==> config.mk <==
export PLATFORM = sky130hd
export DESIGN_NAME = aes_mix_columns_seq
export DESIGN_NICKNAME = d
export VERILOG_FILES = /design/src/rtl/aes_mix_columns_seq.sv
export SDC_FILE = /design/constraint.sdc
export NUM_CORES = 1
export LEC_CHECK = 0
export CAP_MARGIN = 0
export CELL_PAD_IN_SITES_DETAIL_PLACEMENT = 1
export CELL_PAD_IN_SITES_GLOBAL_PLACEMENT = 1
export CORE_AREA = 2 2 149 151
export DETAILED_ROUTE_END_ITERATION = 7
export DIE_AREA = 0 0 151 153
export PLACE_DENSITY = 0.93
export SETUP_SLACK_MARGIN = 0.15
export SYNTH_ARGS = -nofsm -noshare
export SYNTH_HDL_FRONTEND = slang
export SYNTH_SLANG_ARGS = --single-unit
==> constraint.sdc <==
create_clock -name clk -period 4.9 [get_ports clk]
set_clock_uncertainty 0.15 [all_clocks]
set_input_delay 0.735 -clock clk [delete_from_list [all_inputs] [get_ports clk]]
set_output_delay 0.735 -clock clk [all_outputs]
set_load 0.02 [all_outputs]
==> src/rtl/aes_mix_columns_seq.sv <==
// aes_mix_columns_seq
// Sequential AES MixColumns / InvMixColumns engine for the AES-CTR round
// datapath. A 128-bit state is accepted on a valid/ready handshake, mixed
// COLS_PER_CYCLE columns per clock in a working register, and presented on a
// second valid/ready handshake.
// Optional feature macro: AES_MIX_INV_EN. When defined, in_inv is captured at
// accept and selects the inverse coefficient set. When undefined, the mode is
// tied to forward and in_inv is ignored.
module aes_mix_columns_seq #(
  parameter int COLS_PER_CYCLE = 1,
  parameter int NCOLS          = 4
) (
  input  logic         clk,
  input  logic         rst_n,
  input  logic         in_valid,
  output logic         in_ready,
  input  logic         in_inv,
  input  logic [127:0] in_state,
  output logic         out_valid,
  input  logic         out_ready,
  output logic [127:0] out_state
);

  localparam int         N_STEPS  = NCOLS / COLS_PER_CYCLE;
  localparam logic [1:0] CNT_LAST = 2'(N_STEPS - 1);

  if (!(COLS_PER_CYCLE == 1 || COLS_PER_CYCLE == 2 || COLS_PER_CYCLE == 4)) begin : g_bad_cpc
    $error("aes_mix_columns_seq: COLS_PER_CYCLE must be 1, 2 or 4");
  end

  typedef enum logic [1:0] {
    ST_IDLE = 2'd0,
    ST_BUSY = 2'd1,
    ST_DONE = 2'd2
  } state_e;

  state_e           state_q, state_d;
  logic [1:0]       cnt_q, cnt_d;
  logic [3:0][31:0] work_q, work_d;   // element 3 holds column 0
  logic             out_valid_q, out_valid_d;
  logic             in_ready_s;
  logic             accept_s;
  logic             mode_s;

  // Multiply by x in GF(2^8), reduction polynomial 0x11B.
  function automatic logic [7:0] xtime(input logic [7:0] a);
    xtime = {a[6:0], 1'b0} ^ (a[7] ? 8'h1b : 8'h00);
  endfunction

  // GF(2^8) byte multiplier cell for 4-bit coefficients (01,02,03,09,0b,0d,0e).
  function automatic logic [7:0] gf_mul(input logic [7:0] a, input logic [3:0] k);
    logic [7:0] a2;
    logic [7:0] a4;
    logic [7:0] a8;
    a2 = xtime(a);
    a4 = xtime(a2);
    a8 = xtime(a4);
    gf_mul = (k[0] ? a  : 8'h00) ^ (k[1] ? a2 : 8'h00) ^
             (k[2] ? a4 : 8'h00) ^ (k[3] ? a8 : 8'h00);
  endfunction

  // One column mixer: 16 byte products on a circulant coefficient row.
  function automatic logic [31:0] mix_column(input logic [31:0] col, input logic inv);
    logic [7:0] b0, b1, b2, b3;
    logic [3:0] k0, k1, k2, k3;
    logic [7:0] r0, r1, r2, r3;
    b0 = col[31:24];
    b1 = col[23:16];
    b2 = col[15:8];
    b3 = col[7:0];
    if (inv) begin
      k0 = 4'he; k1 = 4'hb; k2 = 4'hd; k3 = 4'h9;
    end else begin
      k0 = 4'h2; k1 = 4'h3; k2 = 4'h1; k3 = 4'h1;
    end
    r0 = gf_mul(b0, k0) ^ gf_mul(b1, k1) ^ gf_mul(b2, k2) ^ gf_mul(b3, k3);
    r1 = gf_mul(b0, k3) ^ gf_mul(b1, k0) ^ gf_mul(b2, k1) ^ gf_mul(b3, k2);
    r2 = gf_mul(b0, k2) ^ gf_mul(b1, k3) ^ gf_mul(b2, k0) ^ gf_mul(b3, k1);
    r3 = gf_mul(b0, k1) ^ gf_mul(b1, k2) ^ gf_mul(b2, k3) ^ gf_mul(b3, k0);
    mix_column = {r0, r1, r2, r3};
  endfunction

  // in_ready depends on out_ready in DONE so a new state can enter on the
  // same edge that the finished one leaves.
  assign in_ready_s = (state_q == ST_IDLE) || ((state_q == ST_DONE) && out_ready);
  assign accept_s   = in_valid && in_ready_s;

`ifdef AES_MIX_INV_EN
  logic inv_q, inv_d;

  // Mode selection: in_inv is captured only on an accepted state.
  always_comb begin
    inv_d = inv_q;
    if (accept_s) begin
      inv_d = in_inv;
    end else begin
      inv_d = inv_q;
    end
  end

  // Mode flop.
  always_ff @(posedge clk or negedge rst_n) begin
    if (!rst_n) begin
      inv_q <= 1'b0;
    end else begin
      inv_q <= inv_d;
    end
  end

  assign mode_s = inv_q;
`else
  logic unused_in_inv_s;
  assign unused_in_inv_s = in_inv;
  assign mode_s          = 1'b0;
`endif

  // Next-state logic: accept, per-cycle column mixing, output handshake.
  always_comb begin
    logic [1:0] cidx;
    state_d     = state_q;
    cnt_d       = cnt_q;
    work_d      = work_q;
    out_valid_d = out_valid_q;
    cidx        = 2'd0;
    case (state_q)
      ST_IDLE: begin
        if (accept_s) begin
          state_d = ST_BUSY;
          cnt_d   = 2'd0;
          work_d  = in_state;
        end else begin
          state_d = ST_IDLE;
        end
      end
      ST_BUSY: begin
        for (int i = 0; i < COLS_PER_CYCLE; i++) begin
          cidx = 2'(int'(cnt_q) * COLS_PER_CYCLE + i);
          work_d[2'd3 - cidx] = mix_column(work_q[2'd3 - cidx], mode_s);
        end
        if (cnt_q == CNT_LAST) begin
          state_d     = ST_DONE;
          cnt_d       = 2'd0;
          out_valid_d = 1'b1;
        end else begin
          cnt_d = cnt_q + 2'd1;
        end
      end
      ST_DONE: begin
        if (accept_s) begin
          state_d     = ST_BUSY;
          cnt_d       = 2'd0;
          work_d      = in_state;
          out_valid_d = 1'b0;
        end else if (out_ready) begin
          state_d     = ST_IDLE;
          out_valid_d = 1'b0;
        end else begin
          state_d = ST_DONE;
        end
      end
      default: begin
        state_d     = ST_IDLE;
        cnt_d       = 2'd0;
        out_valid_d = 1'b0;
      end
    endcase
  end

  // State, counter, working register and output-valid flops.
  always_ff @(posedge clk or negedge rst_n) begin
    if (!rst_n) begin
      state_q     <= ST_IDLE;
      cnt_q       <= 2'd0;
      work_q      <= 128'h0;
      out_valid_q <= 1'b0;
    end else begin
      state_q     <= state_d;
      cnt_q       <= cnt_d;
      work_q      <= work_d;
      out_valid_q <= out_valid_d;
    end
  end

  assign in_ready  = in_ready_s;
  assign out_valid = out_valid_q;
  assign out_state = work_q;

endmodule

==> metrics.txt <==
reg-to-reg critical path endpoint out_state[57]; worst slew pin tran 1180 ps; unrepaired setup endpoints after global routing no; Area growth syn-to-layout 41.7%; Post-CTS Setup Inserts 0; vias in the first global route 8519; crit-path most repeated cell clkdlybuf4s50_1; synthesized area per cell 11.3 µm²; worst path cell trace clkdlybuf4s50_1 > nand2b_4 > and2_1 > clkdlybuf4s50_1; Core ar. ~21000 µm²; WL/cell 27.3 µm; via/cell ratio 6.28; CTS tree built; fin crit share roughly 72%; GRT Util Overall 29.6%; CP peak stage delay 660 ps; Top delay family on crit path buffers and inverters; IO Port Bufs 261; global-route wire length before repair about 52000 µm; flops & latches, synth 133; crit path from out_ready; CP Depth 4; Root Buffer clkbuf_16; Antenna Nets Post-Route 0; Final Setup Violations 0; Final nets 1085; Num CTS Buffers 17; sequential cell area fraction in the yosys report 40.5%; multi-input combinational cell area 4570 µm²; Fmax between 0.2 and 0.3 GHz; setup_tns 0 ps; FF/Latch Area 3330 µm²; Clock Tree Buf Depth 2; share of cells above drive strength 1 a little over a tenth; Post-Syn Instances 729; CP arrival 2650 ps; slowest stage cell, crit path clkdlybuf4s50_1; hold-fix buffer count after cts 0; # fillers roughly 2.2k; cell area after synthesis just over 8000 µm²; initial antenna violation count 0; Remaining DRCs 0; Crit Path Category primary input to output pin; Worst Setup EP in_ready; Reg clk slew, reported paths 60 ps; Max-Cap Viols 0; H-tree Lvls 4; Netlist cell types 30; Initial Utilization between 30% and 40%; drt pass-1 iters 7; Post-Syn Nets 866; DR vias ~7.8k; HPWL after DPL 23600 µm; FF-to-FF setup slack around 1600 ps; CTS sink count around 130; Reg2Reg Depth 5; largest driver fanout on the critical path 48; kind of end point of the critical path output pin; die width between 150 and 200 µm; min-delay worst type primary input to async pin; final WL 33900 µm; Die ar. 23100 µm²; Placer Congestion 0.910; Pins Over Slew Limit 0; CP required 4010 ps; crit start category primary input; Die H 153 µm; status finished, final reports clean; GRT overflow 0; DR iter-0 viols 458; largest net degree at the start of global routing 89; ANT cells 0; Hold Violations, Final 0; R2R Path Start cnt_q[0]; Worst Path Buf+Inv 2; max_slew headroom 21.3%; min cycle time layout 3540 ps; CTS resizes 0; Worst-Skew Late Latency approximately 420 ps; Synth Warn # 0; Top Ports 263; Row Count between 50 and 60
## metal layers
| layer | up-vias | track usage [%] | share of wire [%] |
|---|---|---|---|
| met2 | 434 | 48.3 | 49 |
| met1 | 4014 | 38.1 | 39 |
| met5 | - | 0 | 0 |
| met3 | 82 | 5.94 | 7.5 |
| met4 | 0 | 12.8 | 3.8 |
| li1 | 3265 | - | - |
## metrics by stage
step	hold slack (ps)	utilization (%)	instance area [µm²]	cells	worst slack, ps
floorplan	289	-	8210	729	2150
global placement	355	51.2	11000	1209	1450
detailed placement	374	51.2	11000	1209	1330
CTS	122	54.2	11600	1241	1370
global route	138	54.2	11600	1241	1330
finish	117	54.2	11600	1241	1360
## final cells by class
type | count | area share (%)
repair buffers | 278 | 23.5
flip-flops and latches | 133 | 28.6
clock buffers | 24 | 4.22
inverters | 3 | 0.118
clock inverters | 8 | 1.25
well taps | 280 | 3.01
multi-input cells | 515 | 39.3
## worst min-delay path by stage
stage | startpoint | endpoint | slack (ps) | depth (start not counted)
finish | rst_n | out_state[25] | 120 | 1
floorplan | rst_n | cnt_q[0] | 290 | 0
global placement | out_valid | out_valid | 350 | 2
global route | rst_n | out_state[25] | 140 | 1
CTS | rst_n | out_state[57] | 120 | 1
detailed placement | out_state[9] | out_state[9] | 370 | 2
## cell usage after synthesis
cell type / count / area [µm²]
xnor3_1: 30 / 676
dfrtp_1: 133 / 3330
a32o_1: 2 / 20.0
inv_1: 2 / 7.51
o211ai_1: 128 / 961
buf_6: 3 / 33.8
xnor2_1: 7 / 61.3
buf_12: 1 / 20.0
clkbuf_1: 69 / 259
nand2b_1: 2 / 12.5
nor2b_1: 1 / 6.26
nand2_1: 134 / 503
xnor3_2: 3 / 71.3
buf_2: 4 / 20.0
a32oi_1: 4 / 35.0
mux4_2: 30 / 676
ha_1: 4 / 50.1
xor3_1: 11 / 262
buf_4: 1 / 7.51
nor2_1: 2 / 7.51
xnor2_4: 2 / 55.1
mux4_1: 2 / 52.6
xor2_1: 9 / 78.8
inv_2: 1 / 3.75
a21oi_1: 1 / 5.00
nand4_1: 128 / 801
o21ai_0: 3 / 15.0
and2_1: 1 / 6.26
xnor2_2: 10 / 163
xor2_2: 1 / 16.3
## logic make-up after synthesis
group | count (synthesis) | share of synthesized area [%]
adder cells (fa/ha/maj) | 4 | 0.609
buffers and inverters | 81 | 4.28
multiplexers | 32 | 8.87
XOR/XNOR | 73 | 16.8
AND/OR/NAND/NOR | 268 | 16.3
AO/OA/AOI/OAI | 138 | 12.6
flip-flops | 133 | 40.5
## state kept, by name, indices dropped and copies added (netlist names)
name       flops
out_state    128
cnt_q          2
state_q        2
out_valid      1
## layout by cell type (no fill, tap or decap), types with 3 or more instances in the layout
master,instances
clkbuf_16,17
buf_4,18
xnor2_2,10
mux4_2,30
o21ai_0,3
xnor3_1,30
xnor3_2,3
xnor2_1,7
dfrtp_1,131
bufinv_16,4
a32oi_2,4
clkbuf_1,3
o211ai_1,128
xor2_1,9
nand4_1,128
clkdlybuf4s50_1,259
clkbuf_8,4
ha_1,4
nand2_1,134
xor3_1,11
Power is not shown: default switching activity piles up to over one toggle a cycle in this logic, so the estimate is an artifact.
